==> src/rtl/decoder_pkg.sv <==
// Shared types and helpers for the one-hot scan decoder.
package decoder_pkg;

    // Widest select supported by the helpers below; callers cast to their own width.
    localparam int MAX_SEL_W = 6;
    localparam int MAX_OUT_W = 64;

    typedef enum logic [1:0] {
        IDLE   = 2'd0,
        DIRECT = 2'd1,
        SCAN   = 2'd2
    } state_t;

    // One-hot decode of an index, computed at full width.
    function automatic logic [MAX_OUT_W-1:0] onehot(input logic [MAX_SEL_W-1:0] idx_in);
        onehot = 64'd1 << idx_in;
    endfunction

    // Output polarity: active-low designs invert every line.
    function automatic logic [MAX_OUT_W-1:0] apply_pol(input logic [MAX_OUT_W-1:0] v,
                                                      input logic act_low);
        if (act_low) begin
            apply_pol = ~v;
        end else begin
            apply_pol = v;
        end
    endfunction

endpackage

==> src/rtl/dwell_timer.sv <==
// Down-counter that times how long each scan line is held.
// load sets DWELL-1, clr sets 0, dec counts down; expire flags a zero count.
module dwell_timer #(
    parameter int DWELL = 4
) (
    input  logic clk,
    input  logic rst,
    input  logic i_load,
    input  logic i_clr,
    input  logic i_dec,
    output logic o_expire
);

    localparam int CNT_W = $clog2(DWELL) + 1;
    localparam logic [CNT_W-1:0] LOAD_VAL = CNT_W'(DWELL - 1);
    localparam logic [CNT_W-1:0] ZERO     = {CNT_W{1'b0}};

    logic [CNT_W-1:0] r_cnt;

    // Count register: load has priority over clear, clear over decrement.
    always_ff @(posedge clk or posedge rst) begin
        if (rst) begin
            r_cnt <= ZERO;
        end else if (i_load) begin
            r_cnt <= LOAD_VAL;
        end else if (i_clr) begin
            r_cnt <= ZERO;
        end else if (i_dec && (r_cnt != ZERO)) begin
            r_cnt <= r_cnt - CNT_W'(1);
        end else begin
            r_cnt <= r_cnt;
        end
    end

    assign o_expire = (r_cnt == ZERO);

endmodule

==> src/rtl/onehot_scan_decoder.sv <==
// Registered SEL_W-to-2^SEL_W one-hot decoder with a built-in scan sequencer.
// DIRECT registers a decode of sel; SCAN walks the active line from the
// entry index, holding each line for DWELL cycles.
module onehot_scan_decoder
    import decoder_pkg::*;
#(
    parameter int SEL_W   = 3,
    parameter int DWELL   = 4,
    parameter int ACT_LOW = 0
) (
    input  logic                    clk,
    input  logic                    rst,
    input  logic                    en,
    input  logic                    mode,
    input  logic [SEL_W-1:0]        sel,
    output logic [(2**SEL_W)-1:0]   y,
    output logic [SEL_W-1:0]        idx,
    output logic                    step,
    output logic                    active
);

    localparam int OUT_W = 2**SEL_W;
    localparam logic ACT_LOW_B = (ACT_LOW != 0);
    localparam logic [OUT_W-1:0] Y_IDLE = OUT_W'(apply_pol({MAX_OUT_W{1'b0}}, ACT_LOW_B));

    state_t             r_state;
    state_t             w_nxt_state;
    logic [SEL_W-1:0]   r_idx;
    logic [SEL_W-1:0]   w_nxt_idx;
    logic               r_step;
    logic               w_nxt_step;
    logic               r_active;
    logic [OUT_W-1:0]   r_y;
    logic [OUT_W-1:0]   w_nxt_y;
    logic               w_load;
    logic               w_clr;
    logic               w_dec;
    logic               w_expire;

    dwell_timer #(
        .DWELL (DWELL)
    ) u_timer (
        .clk      (clk),
        .rst      (rst),
        .i_load   (w_load),
        .i_clr    (w_clr),
        .i_dec    (w_dec),
        .o_expire (w_expire)
    );

    // Next state, next index and timer control; en=0 beats mode change beats expiry.
    always_comb begin
        w_nxt_state = r_state;
        w_nxt_idx   = r_idx;
        w_nxt_step  = 1'b0;
        w_load      = 1'b0;
        w_clr       = 1'b0;
        w_dec       = 1'b0;
        case (r_state)
            IDLE: begin
                if (!en) begin
                    w_nxt_state = IDLE;
                end else if (mode) begin
                    w_nxt_state = SCAN;
                    w_nxt_idx   = sel;
                    w_load      = 1'b1;
                end else begin
                    w_nxt_state = DIRECT;
                    w_nxt_idx   = sel;
                    w_clr       = 1'b1;
                end
            end
            DIRECT: begin
                if (!en) begin
                    w_nxt_state = IDLE;
                    w_clr       = 1'b1;
                end else if (mode) begin
                    w_nxt_state = SCAN;
                    w_nxt_idx   = sel;
                    w_load      = 1'b1;
                end else begin
                    w_nxt_state = DIRECT;
                    w_nxt_idx   = sel;
                    w_clr       = 1'b1;
                end
            end
            SCAN: begin
                if (!en) begin
                    w_nxt_state = IDLE;
                    w_clr       = 1'b1;
                end else if (!mode) begin
                    w_nxt_state = DIRECT;
                    w_nxt_idx   = sel;
                    w_clr       = 1'b1;
                end else if (w_expire) begin
                    // Index wraps naturally at SEL_W bits.
                    w_nxt_state = SCAN;
                    w_nxt_idx   = r_idx + SEL_W'(1'b1);
                    w_nxt_step  = 1'b1;
                    w_load      = 1'b1;
                end else begin
                    w_nxt_state = SCAN;
                    w_dec       = 1'b1;
                end
            end
            default: begin
                w_nxt_state = IDLE;
                w_clr       = 1'b1;
            end
        endcase
    end

    // Output decode of the index that will be registered this edge.
    always_comb begin
        w_nxt_y = Y_IDLE;
        if (w_nxt_state == IDLE) begin
            w_nxt_y = Y_IDLE;
        end else begin
            w_nxt_y = OUT_W'(apply_pol(onehot(MAX_SEL_W'(w_nxt_idx)), ACT_LOW_B));
        end
    end

    // State and output registers.
    always_ff @(posedge clk or posedge rst) begin
        if (rst) begin
            r_state  <= IDLE;
            r_idx    <= {SEL_W{1'b0}};
            r_step   <= 1'b0;
            r_active <= 1'b0;
            r_y      <= Y_IDLE;
        end else begin
            r_state  <= w_nxt_state;
            r_idx    <= w_nxt_idx;
            r_step   <= w_nxt_step;
            r_active <= (w_nxt_state != IDLE);
            r_y      <= w_nxt_y;
        end
    end

    assign y      = r_y;
    assign idx    = r_idx;
    assign step   = r_step;
    assign active = r_active;

endmodule

==> config.mk <==
export PLATFORM = sky130hd
export DESIGN_NAME = onehot_scan_decoder
export DESIGN_NICKNAME = d
export VERILOG_FILES = /design/src/rtl/decoder_pkg.sv /design/src/rtl/dwell_timer.sv /design/src/rtl/onehot_scan_decoder.sv
export SDC_FILE = /design/constraint.sdc
export NUM_CORES = 1
export LEC_CHECK = 0
export BUFFER_PORTS_ARGS = -buffer_cell sky130_fd_sc_hd__buf_2
export CAP_MARGIN = 15
export CORE_MARGIN = 8
export CORE_UTILIZATION = 25
export DETAILED_ROUTE_END_ITERATION = 8
export PLACE_DENSITY = 0.44
export SLEW_MARGIN = 20
export SYNTH_ARGS = -nofsm -noshare
export SYNTH_HDL_FRONTEND = slang
export SYNTH_SLANG_ARGS = --single-unit
==> constraint.sdc <==
create_clock -name clk -period 2.5 [get_ports clk]
set_input_delay 0.375 -clock clk [delete_from_list [all_inputs] [get_ports clk]]
set_output_delay 0.375 -clock clk [all_outputs]
set_load 0.01 [all_outputs]
==> run metrics, run 1 <==
cell family with most CP delay simple AND/OR/NAND/NOR gates; Comb power frac between 20% and 30%; final hold slack between 0.2 and 0.25 ns; DP HPWL between 1500 and 2000 um; Clk Latency, worst-skew pair 0.25 ns; die area around 0.0063 mm^2; register area share after synthesis between 40% and 50%; Yosys cell types 35; DR iter-0 viols 33; Synth Register Bits 18; Finished Core Util around 30%; DR vias about 750; setup bufs post-CTS 0; post-route clock skew ~0.0041 ns; row count 23; Root Buffer clkbuf_8; Netlist Area Pre-Place roughly 990 um^2; CTS tree done; internal power 0.531 mW; final period utilization roughly 70%; peak supply drop around 0.34 mV; prevailing post-synth register cell dfrtp_1; final std cell area, no fill 0.00120 mm^2; fin. max-slew vios 0; first-pass GRT wire length roughly 4000 um; Crit-path slowest cell dfrtp_1; iteration count of the initial detailed-routing pass 3; fin cells ~170; share of cells above drive strength 1 28.0%; Via density roughly 4.4; status completed; Setup WS post-layout 0.761 ns; Tot GR Track Use between 7 and 8%; Leakage about 0.59 nW; Fin Setup TNS 0 ns; core box area just under 0.004 mm^2; final setup fails 0; Power, Total 0.754 mW; CP endpoint kind register; clock tree sinks 18; Max H-tree Level 1; placed cell area between 0.001 and 0.0015 mm^2; Starting Density 25.4%; CP Launch Type register; clock share of power 31.0%; max incr delay on CP around 0.37 ns; DRC Markers 0; number of flops mapped to enable cells by yosys 0; post-synth top area share a little under half; vias in the first global route ~810; io pins 20; initial antenna violation count 0; WP buf/inv 1; Final GP Congestion roughly 0.8; CTS max path bufs 2; Hold Vio Cnt, Final 0; Post-Route WL around 2300 um; Cells after Synth between 90 and 100; synth-to-layout area growth 20.3%; Peak Freq 575 MHz; placed cell count 164; worst endpoint required time 2.67 ns; Yosys top cell by area dfrtp_1; Arr. time, crit path 1.91 ns; post-synth net total 110; post_cts resized 0; Seq pwr share ~45%; largest fanout on the critical path 7; RSZ-0062 raised after global routing no; Crit Path Category register to register; max_slew headroom a little over half; CTS buffer count 3; Tmin final ~1.7 ns; Setup WS pre-CTS about 0.75 ns; drt wl/cell between 10 and 15 um; Die Span Y between 70 and 80 um; CTS clk-pin slew, worst paths 0.07 ns; Most common cell on crit path nand2b_1; PwrDens 631 mW/mm^2; CTS Hold Bufs 0; switching share of power 29.6%; antenna viol nets, final 0; Die Wd 79.1 um; Worst-Margin Slew between 0.6 and 0.7 ns; maxcap violations 0; Async SR Flop Fraction between 90% and 100%; Diodes inserted 0; CP cell instances inv_1 > ha_1 > nand2b_1 > mux2i_1 > a32oi_2 > nand2b_1 > nor2_1; pin count of the biggest net entering global routing 19; layout net count between 100 and 150; Post-Synthesis Mean Instance Area approximately 10 um^2; I/O Buffers 19; Synth Warn # 0; Hold Path Class input port to async pin; GRT overflow 0; Synth area leaders dfrtp_1 (45%), ha_1 (8.8%), mux2i_1 (4.0%); net switching power 0.223 mW
worst paths after layout:
| check | start | end | slack [ns] | cells after the start |
|---|---|---|---|---|
| min | rst | r_state[1] | 0.22 | 2 |
| max reg2reg | u_timer.r_cnt[0] | y[1] | 0.76 | 7 |
| max | u_timer.r_cnt[0] | y[1] | 0.76 | 7 |
| min in group clk | mode | step | 0.47 | 3 |
| max in group asynchronous | rst | y[6] | 1.85 | 2 |
| min reg2reg | idx[1] | idx[1] | 0.55 | 1 |
sequential cells by signal, indices dropped and copies added (netlist names):
register       count
y                  8
idx                3
u_timer.r_cnt      3
r_state            2
active             1
step               1
per-layer routing:
metal | global-route usage, % | vias up | share of wire [%]
met1 | 9.93 | 363 | 44
met5 | 0 | - | 0
met2 | 12.9 | 11 | 51
met4 | 2.22 | 0 | 0.53
li1 | - | 370 | -
met3 | 2.48 | 2 | 4.3
synth_stat cells, types with 2 or more instances:
| library cell | number |
|---|---|
| o21ai_0 | 5 |
| and2b_1 | 2 |
| nor3b_1 | 3 |
| dfrtp_1 | 18 |
| ha_1 | 7 |
| nand3b_1 | 2 |
| nand2_1 | 9 |
| a21oi_1 | 3 |
| nand3_1 | 4 |
| mux2i_1 | 4 |
| nor2_1 | 9 |
| inv_1 | 6 |
| nand2b_1 | 2 |
area by class of cell:
| type | instances | area (um^2) |
|---|---|---|
| Clock buffer | 4 | 55.1 |
| Fill cell | 434 | 2720 |
| Inverter | 7 | 28.8 |
| Multi-Input combinational cell | 70 | 504 |
| Sequential cell | 18 | 450 |
| Tap cell | 50 | 62.6 |
| Timing Repair Buffer | 19 | 95.1 |
layout by cell type (no fill, tap or decap), drive strengths merged, types with 2 or more instances in the layout:
master  count
nand3b      2
nand2      10
mux2i       4
nor3        2
buf        19
nand3       4
ha          7
o21ai       6
nor3b       4
nor2        9
inv         7
dfrtp      18
nand2b      2
and2b       3
clkbuf      4
a21oi       3
power groups by stage:
stage / combinational (mW) / clock (mW) / sequential (mW)
6_report: 0.184 / 0.234 / 0.336
5_1_grt: 0.211 / 0.265 / 0.341
2_1_floorplan: 0.124 / 0 / 0.347
3_3_place_gp: 0.185 / 0 / 0.340
3_5_place_dp: 0.188 / 0 / 0.341
4_1_cts: 0.189 / 0.246 / 0.336
worst reg2reg max path: stages (launching register included):
cell,delay (ns)
dfrtp_1,0.37
inv_1,0.07
ha_1,0.23
nand2b_1,0.16
mux2i_1,0.27
a32oi_2,0.22
nand2b_1,0.22
nor2_1,0.13
logic make-up after synthesis:
family | Yosys count | synth area share (%)
adder cells (fa/ha/maj) | 7 | 8.80
flip-flops | 18 | 45.3
AO/OA/AOI/OAI | 16 | 11.9
XOR/XNOR | 2 | 1.76
buffers and inverters | 8 | 4.03
multiplexers | 5 | 5.16
AND/OR/NAND/NOR | 40 | 23.0
(Power assumes the default switching activity.)
==> run 2, diff against run 1 <==
--- a/config.mk
+++ b/config.mk
@@ -5,6 +5,7 @@
 export SDC_FILE = /design/constraint.sdc
 export NUM_CORES = 1
 export LEC_CHECK = 0
+export ABC_AREA = 1
 export BUFFER_PORTS_ARGS = -buffer_cell sky130_fd_sc_hd__buf_2
 export CAP_MARGIN = 15
 export CORE_MARGIN = 8
==> constraint.sdc (replaced) <==
create_clock -name clk -period 1.77 [get_ports clk]
set_input_delay 0.2655 -clock clk [delete_from_list [all_inputs] [get_ports clk]]
set_output_delay 0.2655 -clock clk [all_outputs]
set_load 0.01 [all_outputs]
==> run metrics, run 2 <==
clock tree sinks 18; max incr delay on CP ~0.37 ns; synth cell count leaders nand2_1 (35), inv_1 (21), nor2_1 (21); RSZ-0062 raised after global routing no; commonest cells after routing, fill and taps aside nand2_1 (35), inv_1 (21), nor2_1 (20), buf_2 (19), dfrtp_1 (18); Hold Vio Cnt, Final 0; fin. max-slew vios 0; worst reg-to-reg setup slack around 0.13 ns; FF-to-FF End y[0]; DR iter-0 viols 58; vias in the first global route 915; GR peak layer met2; layout net count between 150 and 200; Synth Register Bits 18; die area 0.00617 mm^2; Diodes inserted 0; Tot GR Track Use ~8.4%; Clk Latency, worst-skew pair between 0.2 and 0.3 ns; global-route met1 utilization 10.4%; CP cell instances inv_1 > ha_1 > inv_1 > nand2_1 > a21oi_1 > nand2_1 > o21ai_0 > nand2_1 > nor2_1; synth-to-layout area growth 22.5%; final period utilization around 93%; Hold Path Class input port to async pin; CTS clk-pin slew, worst paths ~0.07 ns; post-synth top area share roughly 46%; CTS max path bufs 2; Leakage around 0.67 nW; DR vias 856; number of flops mapped to enable cells by yosys 0; DRC Markers 0; Netlist Area Pre-Place about 980 um^2; Yosys cell types 18; Root Buffer clkbuf_8; Starting Density roughly a quarter; commonest non-fill, non-tap cell in the layout nand2_1; max_slew headroom 52.9%; Cells after Synth 126; Max H-tree Level 1; Crit Path Category register to register; Synth Warn # 0; GRT overflow 0; Via density 4.32; status completed; maxcap violations 0; iteration count of the initial detailed-routing pass 4; Arr. time, crit path approximately 1.8 ns; CP Launch Type register; GR Layer Usage met3 under 10%; worst endpoint required time between 1.5 and 2 ns; CTS Hold Bufs 0; initial antenna violation count 0; prevailing post-synth register cell dfrtp_1; core box area 0.00372 mm^2; CTS tree done; Most common cell on crit path nand2_1; peak supply drop 0.209 mV; CTS buffer count 3; CP endpoint kind register; PwrDens around 900 mW/mm^2; most common cell in the netlist nand2_1; pin count of the biggest net entering global routing 19; Yosys top cell by area dfrtp_1; row count 22; post-route clock skew around 0.0026 ns; antenna viol nets, final 0; first-pass GRT wire length roughly 4200 um; Post-Synthesis Mean Instance Area 7.76 um^2; io pins 20; Final GP Congestion 0.818; RR Startpoint r_state[0]; Worst-Margin Slew between 0.7 and 0.8 ns; grt met2 use between 10% and 20%; Die Wd slightly below 80 um; final setup fails 0; CP startpoint r_state[0]; Die Span Y between 70 and 80 um; Peak Freq roughly 600 MHz; max FFs per register 8; Tmin final 1.64 ns; share of cells above drive strength 1 ~20%; Post-Route WL approximately 2300 um; Crit-path slowest cell dfrtp_1; R2R depth 9; drt wl/cell between 10 and 15 um; I/O Buffers 19; Fin Setup TNS 0 ns; largest fanout on the critical path 4; post-synth net total between 100 and 150; Async SR Flop Fraction between 90% and 100%; register area share after synthesis approximately 46%; Finished Core Util about a third; Synth area leaders dfrtp_1 (46%), nand2_1 (13%), ha_1 (9.0%); DP HPWL roughly 1900 um
run 2: cell count changes after synthesis, sizes merged, moves of 2 or more:
cell    previous run  this run
nor3b              4         0
o211ai             0         2
nor2               9        21
nand3b             2         0
nand2b             2         0
o21ai              6         2
inv                7        22
a22oi              0         2
mux2i              4         0
nand3              4         8
and2b              3         0
nand2             10        36
run 2: worst max-delay path: cells and delay by family (launching register included):
kind / cells / cell delay, ns
buffers and inverters: 2 / 0.14
AOI/OAI and AO/OA: 2 / 0.42
DFF: 1 / 0.37
and+or+nand+nor: 4 / 0.43
adders and majority gates: 1 / 0.19
run 2: kinds of logic after synthesis:
family / share of synthesized area [%]
XOR/XNOR: 0.896
buffers and inverters: 8.45
AND/OR/NAND/NOR: 28.4
AO/OA/AOI/OAI: 7.17
adder cells (fa/ha/maj): 8.96
flip-flops: 46.1
run 2: report_power, final:
group	switching, mW	internal [mW]	leakage [nW]
logic	0.172	0.0991	0.406
clock network	0.135	0.197	0.0288
registers	0.0252	0.448	0.236
run 2: timing repair:
item                       4_1_cts  5_1_grt
gates resized for setup          0        1
setup buffers                    0        0
setup endpoints to repair        0        3
hold endpoints to repair         0        0
run 2: cell type report:
| class | instances | area, um^2 |
|---|---|---|
| repair buffers | 20 | 103 |
| fillers | 415 | 2520 |
| clock buffers | 4 | 55.1 |
| flip-flops and latches | 18 | 450 |
| well taps | 48 | 60.1 |
| inverters | 22 | 82.6 |
| multi-input cells | 86 | 447 |
run 2: worst max path at each step:
stage	endpoint	cells past startpoint
finish	y[0]	9
detailed placement	y[0]	9
global route	y[7]	10
global placement	y[5]	9
CTS	y[0]	9
floorplan	y[4]	11
run 2: through the flow:
stage / setup slack, ns / hold slack (ns) / cells / cell area [um^2] / total power [mW]
2_1_floorplan: 0.324 / 0.204 / 126 / 977 / 0.659
3_3_place_gp: 0.218 / 0.418 / 194 / 1140 / 0.754
3_5_place_dp: 0.177 / 0.432 / 194 / 1140 / 0.753
4_1_cts: 0.158 / 0.160 / 198 / 1190 / 1.09
5_1_grt: 0.00234 / 0.183 / 198 / 1200 / 1.16
6_report: 0.131 / 0.118 / 198 / 1200 / 1.08
run 2: per-layer routing:
| metal | wire length [um] | share of wire, % |
|---|---|---|
| met1 | 1110 | 48 |
| met2 | 1020 | 44 |
| met5 | 0 | 0 |
| met4 | 65 | 2.8 |
| met3 | 113 | 4.9 |
